**src/rtl/uart_tx_fifo_if.sv**
```systemverilog
// Byte handshake between a producer and the UART transmit queue.
// Producer drives data/valid; the queue answers with ready.
interface uart_tx_fifo_if;
  logic [7:0] tx_data;
  logic       tx_valid;
  logic       tx_ready;

  modport master (
    output tx_data,
    output tx_valid,
    input  tx_ready
  );

  modport slave (
    input  tx_data,
    input  tx_valid,
    output tx_ready
  );
endinterface

```
**src/rtl/uart_tx_fifo.sv**
```systemverilog
// 8N1 UART transmitter fed by a small byte FIFO.
// Frames run back to back while the queue holds data.
module uart_tx_fifo #(
  parameter int CLK_FREQ = 100000000,
  parameter int BAUD     = 9600,
  parameter int DEPTH    = 8
) (
  input  logic                   clk,
  input  logic                   reset,
  uart_tx_fifo_if.slave          s,
  output logic                   tx,
  output logic                   busy,
  output logic [$clog2(DEPTH):0] fifo_count,
  output logic                   overflow
);

  localparam int DIV = CLK_FREQ / BAUD;
  localparam int AW  = $clog2(DEPTH);
  localparam int BW  = (DIV > 1) ? $clog2(DIV) : 1;
  localparam logic [AW:0]   FULL = (AW+1)'(DEPTH);
  localparam logic [BW-1:0] LAST = BW'(DIV - 1);

  typedef enum logic [1:0] {
    IDLE, START, DATA, STOP
  } state_t;

  state_t          state;
  state_t          state_n;
  logic [7:0]      mem [DEPTH];
  logic [AW-1:0]   wptr;
  logic [AW-1:0]   rptr;
  logic [7:0]      shift;
  logic [2:0]      bit_cnt;
  logic [BW-1:0]   baud_cnt;
  logic            push;
  logic            pop;
  logic            has_data;
  logic            baud_done;
  logic            tx_d;

  // ready comes from the registered count only
  assign s.tx_ready = (fifo_count != FULL);
  assign push       = s.tx_valid && s.tx_ready;
  assign has_data   = |fifo_count;
  assign baud_done  = (baud_cnt == LAST);
  assign busy       = (state != IDLE);

  always_ff @(posedge clk) begin
    if (push)
      mem[wptr] <= s.tx_data;
  end

  always_ff @(posedge clk or negedge reset) begin
    if (!reset) begin
      wptr       <= '0;
      rptr       <= '0;
      fifo_count <= '0;
      overflow   <= 1'b0;
    end else begin
      overflow <= s.tx_valid && !s.tx_ready;
      if (push)
        wptr <= wptr + 1'b1;
      if (pop)
        rptr <= rptr + 1'b1;
      if (push && !pop)
        fifo_count <= fifo_count + 1'b1;
      else if (pop && !push)
        fifo_count <= fifo_count - 1'b1;
    end
  end

  always_ff @(posedge clk or negedge reset) begin
    if (!reset)
      state <= IDLE;
    else
      state <= state_n;
  end

  always_comb begin
    state_n = state;
    unique case (state)
      IDLE:
        if (has_data)
          state_n = START;
      START:
        if (baud_done)
          state_n = DATA;
      DATA:
        if (baud_done && bit_cnt == 3'd7)
          state_n = STOP;
      STOP:
        if (baud_done)
          state_n = has_data ? START : IDLE;
      default:
        state_n = IDLE;
    endcase
  end

  always_comb begin
    pop  = 1'b0;
    tx_d = 1'b1;
    unique case (state)
      IDLE:  pop  = has_data;
      START: tx_d = 1'b0;
      DATA:  tx_d = shift[0];
      STOP:  pop  = baud_done && has_data;
      default: ;
    endcase
  end

  always_ff @(posedge clk or negedge reset) begin
    if (!reset) begin
      tx       <= 1'b1;
      shift    <= '0;
      bit_cnt  <= '0;
      baud_cnt <= '0;
    end else begin
      tx <= tx_d;
      if (pop) begin
        shift    <= mem[rptr];
        bit_cnt  <= '0;
        baud_cnt <= '0;
      end else if (state != IDLE) begin
        baud_cnt <= baud_done ? '0 : baud_cnt + 1'b1;
        if (state == DATA && baud_done) begin
          shift   <= {1'b0, shift[7:1]};
          bit_cnt <= bit_cnt + 1'b1;
        end
      end
    end
  end

endmodule
```
**src/flat_wrapper.sv**
```systemverilog
// flat-port wrapper written by rule: the top's interface ports become plain ports
module uart_tx_fifo_flat 
#(
  parameter int CLK_FREQ = 100000000,
  parameter int BAUD     = 9600,
  parameter int DEPTH    = 8
)
  (clk, reset, tx, busy, fifo_count, overflow, s_tx_data, s_tx_valid, s_tx_ready);
  uart_tx_fifo_if s_i ();
  input  logic clk;
  input  logic reset;
  output logic tx;
  output logic busy;
  output logic [$clog2(DEPTH):0] fifo_count;
  output logic overflow;
  input wire logic [$bits(s_i.tx_data)-1:0] s_tx_data;
  input wire logic [$bits(s_i.tx_valid)-1:0] s_tx_valid;
  output wire logic [$bits(s_i.tx_ready)-1:0] s_tx_ready;
  assign s_i.tx_data = s_tx_data;
  assign s_i.tx_valid = s_tx_valid;
  assign s_tx_ready = s_i.tx_ready;
  uart_tx_fifo #(.CLK_FREQ(CLK_FREQ), .BAUD(BAUD), .DEPTH(DEPTH)) u_core (.clk(clk), .reset(reset), .s(s_i), .tx(tx), .busy(busy), .fifo_count(fifo_count), .overflow(overflow));
endmodule
```
**config.mk**
```make
export PLATFORM = sky130hd
export DESIGN_NAME = uart_tx_fifo_flat
export DESIGN_NICKNAME = d
export VERILOG_FILES = /design/src/rtl/uart_tx_fifo_if.sv /design/src/rtl/uart_tx_fifo.sv /design/src/flat_wrapper.sv
export SDC_FILE = /design/constraint.sdc
export NUM_CORES = 1
export LEC_CHECK = 0
export BUFFER_PORTS_ARGS = -buffer_cell sky130_fd_sc_hd__buf_2
export CAP_MARGIN = 20
export CORE_MARGIN = 3
export CORE_UTILIZATION = 45
export CTS_CLUSTER_DIAMETER = 30
export DETAILED_ROUTE_END_ITERATION = 8
export GPL_TIMING_DRIVEN = 0
export PLACE_DENSITY = 0.64
export SYNTH_ARGS = -nofsm -noshare
export SYNTH_HDL_FRONTEND = slang
export SYNTH_SLANG_ARGS = --single-unit
```
**constraint.sdc**
```tcl
create_clock -name clk -period 4.9 [get_ports clk]
set_clock_uncertainty 0.05 [all_clocks]
set_input_delay 0.735 -clock clk [delete_from_list [all_inputs] [get_ports clk]]
set_output_delay 0.735 -clock clk [all_outputs]
set_load 0.05 [all_outputs]
```
==> flow_summary.json, run 1 <==
{
  "crit_required_ns": 5.15,
  "yosysSeqAreaShare_pct": 62.66,
  "layout-drive-gt1-share_pct": 20.88,
  "ff2ff_path_depth": 11,
  "clkPwrFrac_pct": 28.4,
  "antenna_found_initial": 0,
  "drc": 0,
  "rsz0062_at_grt": "false",
  "critPathBufInv": 2,
  "synthTopCellsByCount": "edfxtp_1 (64), dfrtp_1 (38), mux2i_1 (27), mux4_2 (16), nor2_1 (14)",
  "max-vdd-ir-drop_mv": 0.2445,
  "final.min_clock_period_ns": 2.968,
  "io_pins": 19,
  "grt_overflow": 0,
  "clock_latency_ns": 0.37,
  "netlist.area_leader.share_pct": 41.54,
  "holdCritPathClass": "primary input to asynchronous set/reset pin",
  "crit_fanout": 6,
  "post_cts_buffers": 0,
  "hold_viol": 0,
  "max_slew_margin_pct": 32.93,
  "grt_first_pass_wirelength_mm": 14.13,
  "grt_max_degree": 40,
  "cp-end-kind": "register",
  "power.switching_w": 0.0006056,
  "power.leakage_nw": 1.929,
  "cp_slowest_stage_delay_ns": 0.48,
  "cap_violations": 0,
  "status": "completed",
  "cts_tree": "built",
  "h-tree-depth": 3,
  "ys_ff_latch": 103,
  "yosysMostFrequentCell": "edfxtp_1",
  "synth.area.top_cells": "edfxtp_1 (42%), dfrtp_1 (21%), mux4_2 (7.8%)",
  "grt_pass1_vias": 2689,
  "dpl_cell_area_um2": 4893,
  "cts_resized": 0,
  "sw_frac_of_total_pct": 29.95,
  "hold_buffers": 0,
  "wl_per_cell_um": 17.43,
  "worstPathCellList": "nor4b_2 > a41oi_1 > nor2_1 > inv_1 > ha_1 > inv_1 > ha_1 > a21o_1 > a21oi_1 > mux2i_1 > xnor2_1",
  "path_depth": 11,
  "combPwrFrac_pct": 16.9,
  "via_count": 2579,
  "cts_made_buffers": 9,
  "final_area_um2": 5115,
  "yosysUniqueCellTypes": 50,
  "yosysTopAreaCell": "edfxtp_1",
  "cts_sinks": 103,
  "setup_viol": 0,
  "finalSetupTns_ns": 0,
  "io_buffer_count": 18,
  "internal_power_w": 0.001416,
  "die_y_um": 107.4,
  "routed_via_density": 5.452,
  "final_nets": 360,
  "clkTransAtPathRegs_ns": 0.11,
  "max_freq_ghz": 0.3370,
  "avgSynthCellArea_um2": 15.22,
  "die-area_um2": 11530,
  "min_period_over_period_pct": 60.56,
  "track_usage_pct": 16.06,
  "tightest_slew_ns": 1.002,
  "dp_hpwl_mm": 5.542,
  "seqPwrFrac_pct": 54.7,
  "drt-initial-drc-count": 192,
  "crit_type": "register to register",
  "synthArstFlopShare_pct": 37.86,
  "rows": 36,
  "syn_inst": 304,
  "fin_hold_ws_ns": 0.4177,
  "syn-cell-area_um2": 4627,
  "powerDensity_nw_per_um2": 395.3,
  "core_area_um2": 9864,
  "area_delta_synth_final_pct": 10.55,
  "ant_nets": 0,
  "synth_edf_count": 64,
  "slew_violations": 0,
  "cp_slowest_cell": "nor4b_2",
  "syn_nets": 329,
  "clockRootBuffer": "clkbuf_8",
  "clockBufferDepth": 2,
  "die_w_um": 107.4,
  "antenna_cells": 0,
  "drt-pass1-iter-count": 4,
  "cp.arrival_ns": 3.22,
  "crit_family": "simple AND/OR/NAND/NOR gates",
  "ys.flop_type": "edfxtp_1",
  "start_util_pct": 46.91,
  "crit_path_start_kind": "register",
  "drt_wl_total_mm": 8.243,
  "yosys_warnings": 0,
  "gp_congestion": 0.8019
}
worst reg2reg max path: cells and delay by family (launching register included):
kind | cells | cell delay, ns
flip-flops | 1 | 0.45
buffers and inverters | 2 | 0.26
XOR/XNOR | 1 | 0.13
AND/OR/NAND/NOR | 2 | 0.71
AO/OA/AOI/OAI | 3 | 0.59
adder cells (fa/ha/maj) | 2 | 0.47
multiplexers | 1 | 0.24
per-layer routing:
layer  track usage [%]  wire length (um)  vias to the layer above
li1                  -                 -                     1237
met1             22.29              3934                     1304
met2             25.65              3952                       27
met3             3.539               248                       11
met4             4.599               107                        0
met5                 0                 0                        -
layout by cell type (no fill, tap or decap), types with 4 or more instances in the layout:
cell type  instances
o31ai_1            8
mux4_2            16
xnor2_1            6
nand2b_1           4
dfrtp_1           38
mux2i_1           27
clkbuf_8           9
ha_1              13
inv_1              8
edfxtp_1          64
buf_2             25
nor2_1            14
o21ai_0            8
nand3_1            9
nand4_1            4
nand2_1            9
clkbuf_1           5
a21oi_1           12
or4_1              7
sequential cells by signal, indices dropped and copies added, names as in the netlist:
signal and flops:
u_core.baud_cnt 14, u_core.bit_cnt 3, u_core.fifo_count 4, u_core.mem 64
u_core.overflow 1, u_core.rptr 3, u_core.shift 8, u_core.state 2
u_core.tx 1, u_core.wptr 3
area by class of cell:
type,count,area (um^2)
Fill cell,838,4750
Sequential cell,103,2899
Multi-Input combinational cell,178,1600
Tap cell,133,166.4
Clock buffer,9,123.9
Timing Repair Buffer,20,100.1
Clock inverter,7,97.59
Buffer,15,97.59
Inverter,8,30.03
worst paths after layout:
| check | start | to | slack [ns] |
|---|---|---|---|
| min in group clk | u_core.shift[0]$_DFFE_PN0P_ | u_core.tx$_DFF_PN1_ | 0.45 |
| max in group asynchronous | reset | u_core.fifo_count[2]$_DFFE_PN0P_ | 3.82 |
| worst max register to register | u_core.baud_cnt[4]$_DFFE_PN0P_ | u_core.fifo_count[3]$_DFFE_PN0P_ | 1.93 |
| worst min-delay path | reset | u_core.baud_cnt[2]$_DFFE_PN0P_ | 0.42 |
| worst min register to register | u_core.shift[0]$_DFFE_PN0P_ | u_core.tx$_DFF_PN1_ | 0.45 |
| worst max-delay path | u_core.baud_cnt[4]$_DFFE_PN0P_ | u_core.fifo_count[3]$_DFFE_PN0P_ | 1.93 |
kinds of logic after synthesis:
group | synth area share (%)
xor+xnor | 1.514
compound gates | 5.679
mux | 14.36
flops | 62.66
buf+inv | 2.758
simple gates | 9.085
fa+ha+maj | 3.948
power groups by stage:
stage,logic [W],clock network [W],registers [W]
global route,0.000375,0.000629,0.00112
global placement,0.000339,0,0.00112
detailed placement,0.000347,0,0.00113
floorplan,0.000192,0,0.00117
finish,0.000342,0.000574,0.00111
CTS,0.000349,0.000591,0.00111
stage by stage:
step	cells	util [%]	setup WS, ns	total power [W]
3_3_place_gp	455	49.51	1.977	0.001458
4_1_cts	473	51.85	1.915	0.002046
2_1_floorplan	304	-	1.843	0.001363
3_5_place_dp	457	49.61	1.958	0.001473
5_1_grt	473	51.85	1.632	0.002124
6_report	473	51.85	1.932	0.002022
(Power assumes the default switching activity.)
==> inputs of run 2 (changes only) <==
--- a/config.mk
+++ b/config.mk
@@ -12,7 +12,7 @@
 export CTS_CLUSTER_DIAMETER = 30
 export DETAILED_ROUTE_END_ITERATION = 8
 export GPL_TIMING_DRIVEN = 0
-export PLACE_DENSITY = 0.64
+export PLACE_DENSITY = 0.67
 export SYNTH_ARGS = -nofsm -noshare
 export SYNTH_HDL_FRONTEND = slang
 export SYNTH_SLANG_ARGS = --single-unit
==> constraint.sdc (replaced) <==
create_clock -name clk -period 2.6 [get_ports clk]
set_clock_uncertainty 0.05 [all_clocks]
set_input_delay 0.39 -clock clk [delete_from_list [all_inputs] [get_ports clk]]
set_output_delay 0.39 -clock clk [all_outputs]
set_load 0.05 [all_outputs]
==> run 2 against run 1 <==
Effect of this change:
- non-clock buffer count up 11
- die area unchanged
- sequential cell count unchanged
- sequential power up 87%
- design area up 3.0%
- critical path depth down 1
- register-to-register slack worse by 1.8 ns
==> flow_summary.json, run 2 (synthesis results as in run 1) <==
{
  "routed_via_density": 5.382,
  "final_cell_mix": "edfxtp_1 (64), dfrtp_1 (32), mux2i_1 (27), buf_2 (25), mux4_2 (16)",
  "fillCellCount": 834,
  "tightest_slew_ns": 0.8898,
  "drc": 0,
  "crit_type": "register to register",
  "holdCritPathClass": "primary input to asynchronous set/reset pin",
  "rows": 36,
  "setup_viol": 0,
  "via_count": 2605,
  "final.min_clock_period_ns": 2.488,
  "antenna_cells": 0,
  "io_buffer_count": 18,
  "clockBufferDepth": 2,
  "final-instance-count-excl-fill": 484,
  "grtUsageMet1_pct": 22.38,
  "clkTransAtPathRegs_ns": 0.12,
  "final_nets": 371,
  "crit_required_ns": 2.85,
  "track_usage_pct": 15.80,
  "grt_max_degree": 40,
  "grt_first_pass_wirelength_mm": 13.87,
  "die_w_um": 107.4,
  "clock_latency_ns": 0.37,
  "power.leakage_nw": 1.974,
  "antenna_found_initial": 0,
  "ant_nets": 0,
  "max_slew_margin_pct": 40.46,
  "max-vdd-ir-drop_mv": 0.4774,
  "top_regs": "u_core.mem (64), u_core.baud_cnt (14), u_core.shift (8)",
  "finalSetupTns_ns": 0,
  "cap_violations": 0,
  "regArea_um2": 2907,
  "dpl_cell_area_um2": 4942,
  "clockRootBuffer": "clkbuf_8",
  "layout-drive-gt1-share_pct": 29.91,
  "postLayoutCoreUtil_pct": 53.40,
  "hold_buffers": 0,
  "grt_pass1_vias": 2615,
  "final_common_cell": "edfxtp_1",
  "top_register": "u_core.mem",
  "drt-pass1-iter-count": 4,
  "min_period_over_period_pct": 95.70,
  "dp.cells": 457,
  "h-tree-depth": 3,
  "cts_made_buffers": 9,
  "multiInputGateArea_um2": 1670,
  "drt-initial-drc-count": 125,
  "met2_usage_pct": 25.11,
  "die_y_um": 107.4,
  "start_util_pct": 46.91,
  "cp-end-kind": "register",
  "io_pins": 19,
  "grt_overflow": 0,
  "die-area_um2": 11530,
  "dp_hpwl_mm": 5.638,
  "area_delta_synth_final_pct": 13.85,
  "crit_fanout": 6,
  "grt_util_met3_pct": 3.359,
  "slew_violations": 0,
  "status": "completed",
  "cp.arrival_ns": 2.74,
  "cts_tree": "built",
  "drt_wl_total_mm": 8.492,
  "largest_reg_flops": 64,
  "crit_path_start_kind": "register",
  "wl_per_cell_um": 17.55,
  "powerDensity_nw_per_um2": 731.8,
  "top_usage_layer": "met2",
  "gp_congestion": 0.7575,
  "max_freq_ghz": 0.4019,
  "core_area_um2": 9864,
  "hold_viol": 0,
  "cts_sinks": 103,
  "fin_hold_ws_ns": 0.06686,
  "final_area_um2": 5268
}
run 2: cell count changes in the layout (fill, tap and decap cells not counted), sizes merged:
| cell | change |
|---|---|
| clkbuf | -1 |
| buf | +12 |
| bufinv | -1 |
| clkinv | +1 |
run 2: timing repair:
item,in CTS,in global routing
pin swaps,1,5
endpoints found under the setup margin,2,2
setup buffers,1,11
gates resized for setup,4,10
run 2: area by class of cell:
cell class | instances | share of cell area (%)
Buffer | 14 | 1.972
Clock buffer | 9 | 2.352
Inverter | 8 | 0.6176
Sequential cell | 103 | 55.18
Tap cell | 133 | 3.159
Timing Repair Buffer | 32 | 3.610
Multi-Input combinational cell | 178 | 31.71
Clock inverter | 7 | 1.401
run 2: worst paths after layout:
path	startpoint	end	slack (ns)	cells after the start
setup / recovery	u_core.fifo_count[2]$_DFFE_PN0P_	u_core.fifo_count[3]$_DFFE_PN0P_	0.11	10
hold / removal	reset	u_core.baud_cnt[10]$_DFFE_PN0P_	0.07	1
setup reg to reg	u_core.fifo_count[2]$_DFFE_PN0P_	u_core.fifo_count[3]$_DFFE_PN0P_	0.11	10
hold reg to reg	u_core.shift[0]$_DFFE_PN0P_	u_core.tx$_DFF_PN1_	0.46	2
max in group asynchronous	reset	u_core.baud_cnt[4]$_DFFE_PN0P_	1.83	1
min in group clk	s_tx_valid	u_core.overflow$_DFF_PN0_	0.19	3
run 2: metrics by stage:
stage          setup slack, ns  power, W
4_1_cts                0.02055  0.003810
3_5_place_dp           -0.1860  0.002833
3_3_place_gp           -0.1467  0.002798
2_1_floorplan          -0.1181  0.002614
6_report                0.1117  0.003855
5_1_grt               -0.02673  0.004064
run 2: power breakdown:
part           internal (W)  switching, W
registers           0.00197      0.000110
logic              0.000329      0.000464
clock network      0.000379      0.000607
total               0.00267       0.00118
run 2: layer usage:
metal  vias to the layer above  wire [um]
met5                         -          0
met4                         0         70
met3                         6        213
met2                        32       4219
met1                      1308       3989
li1                       1259          -
run 2: critical path: stages, from the launching register on:
cell	delay, ns
dfrtp_2	0.45
or4b_4	0.55
and2_4	0.15
clkbuf_8	0.15
ha_4	0.16
inv_4	0.07
ha_4	0.19
a21o_1	0.16
a21oi_2	0.13
mux2i_1	0.22
xnor2_1	0.13
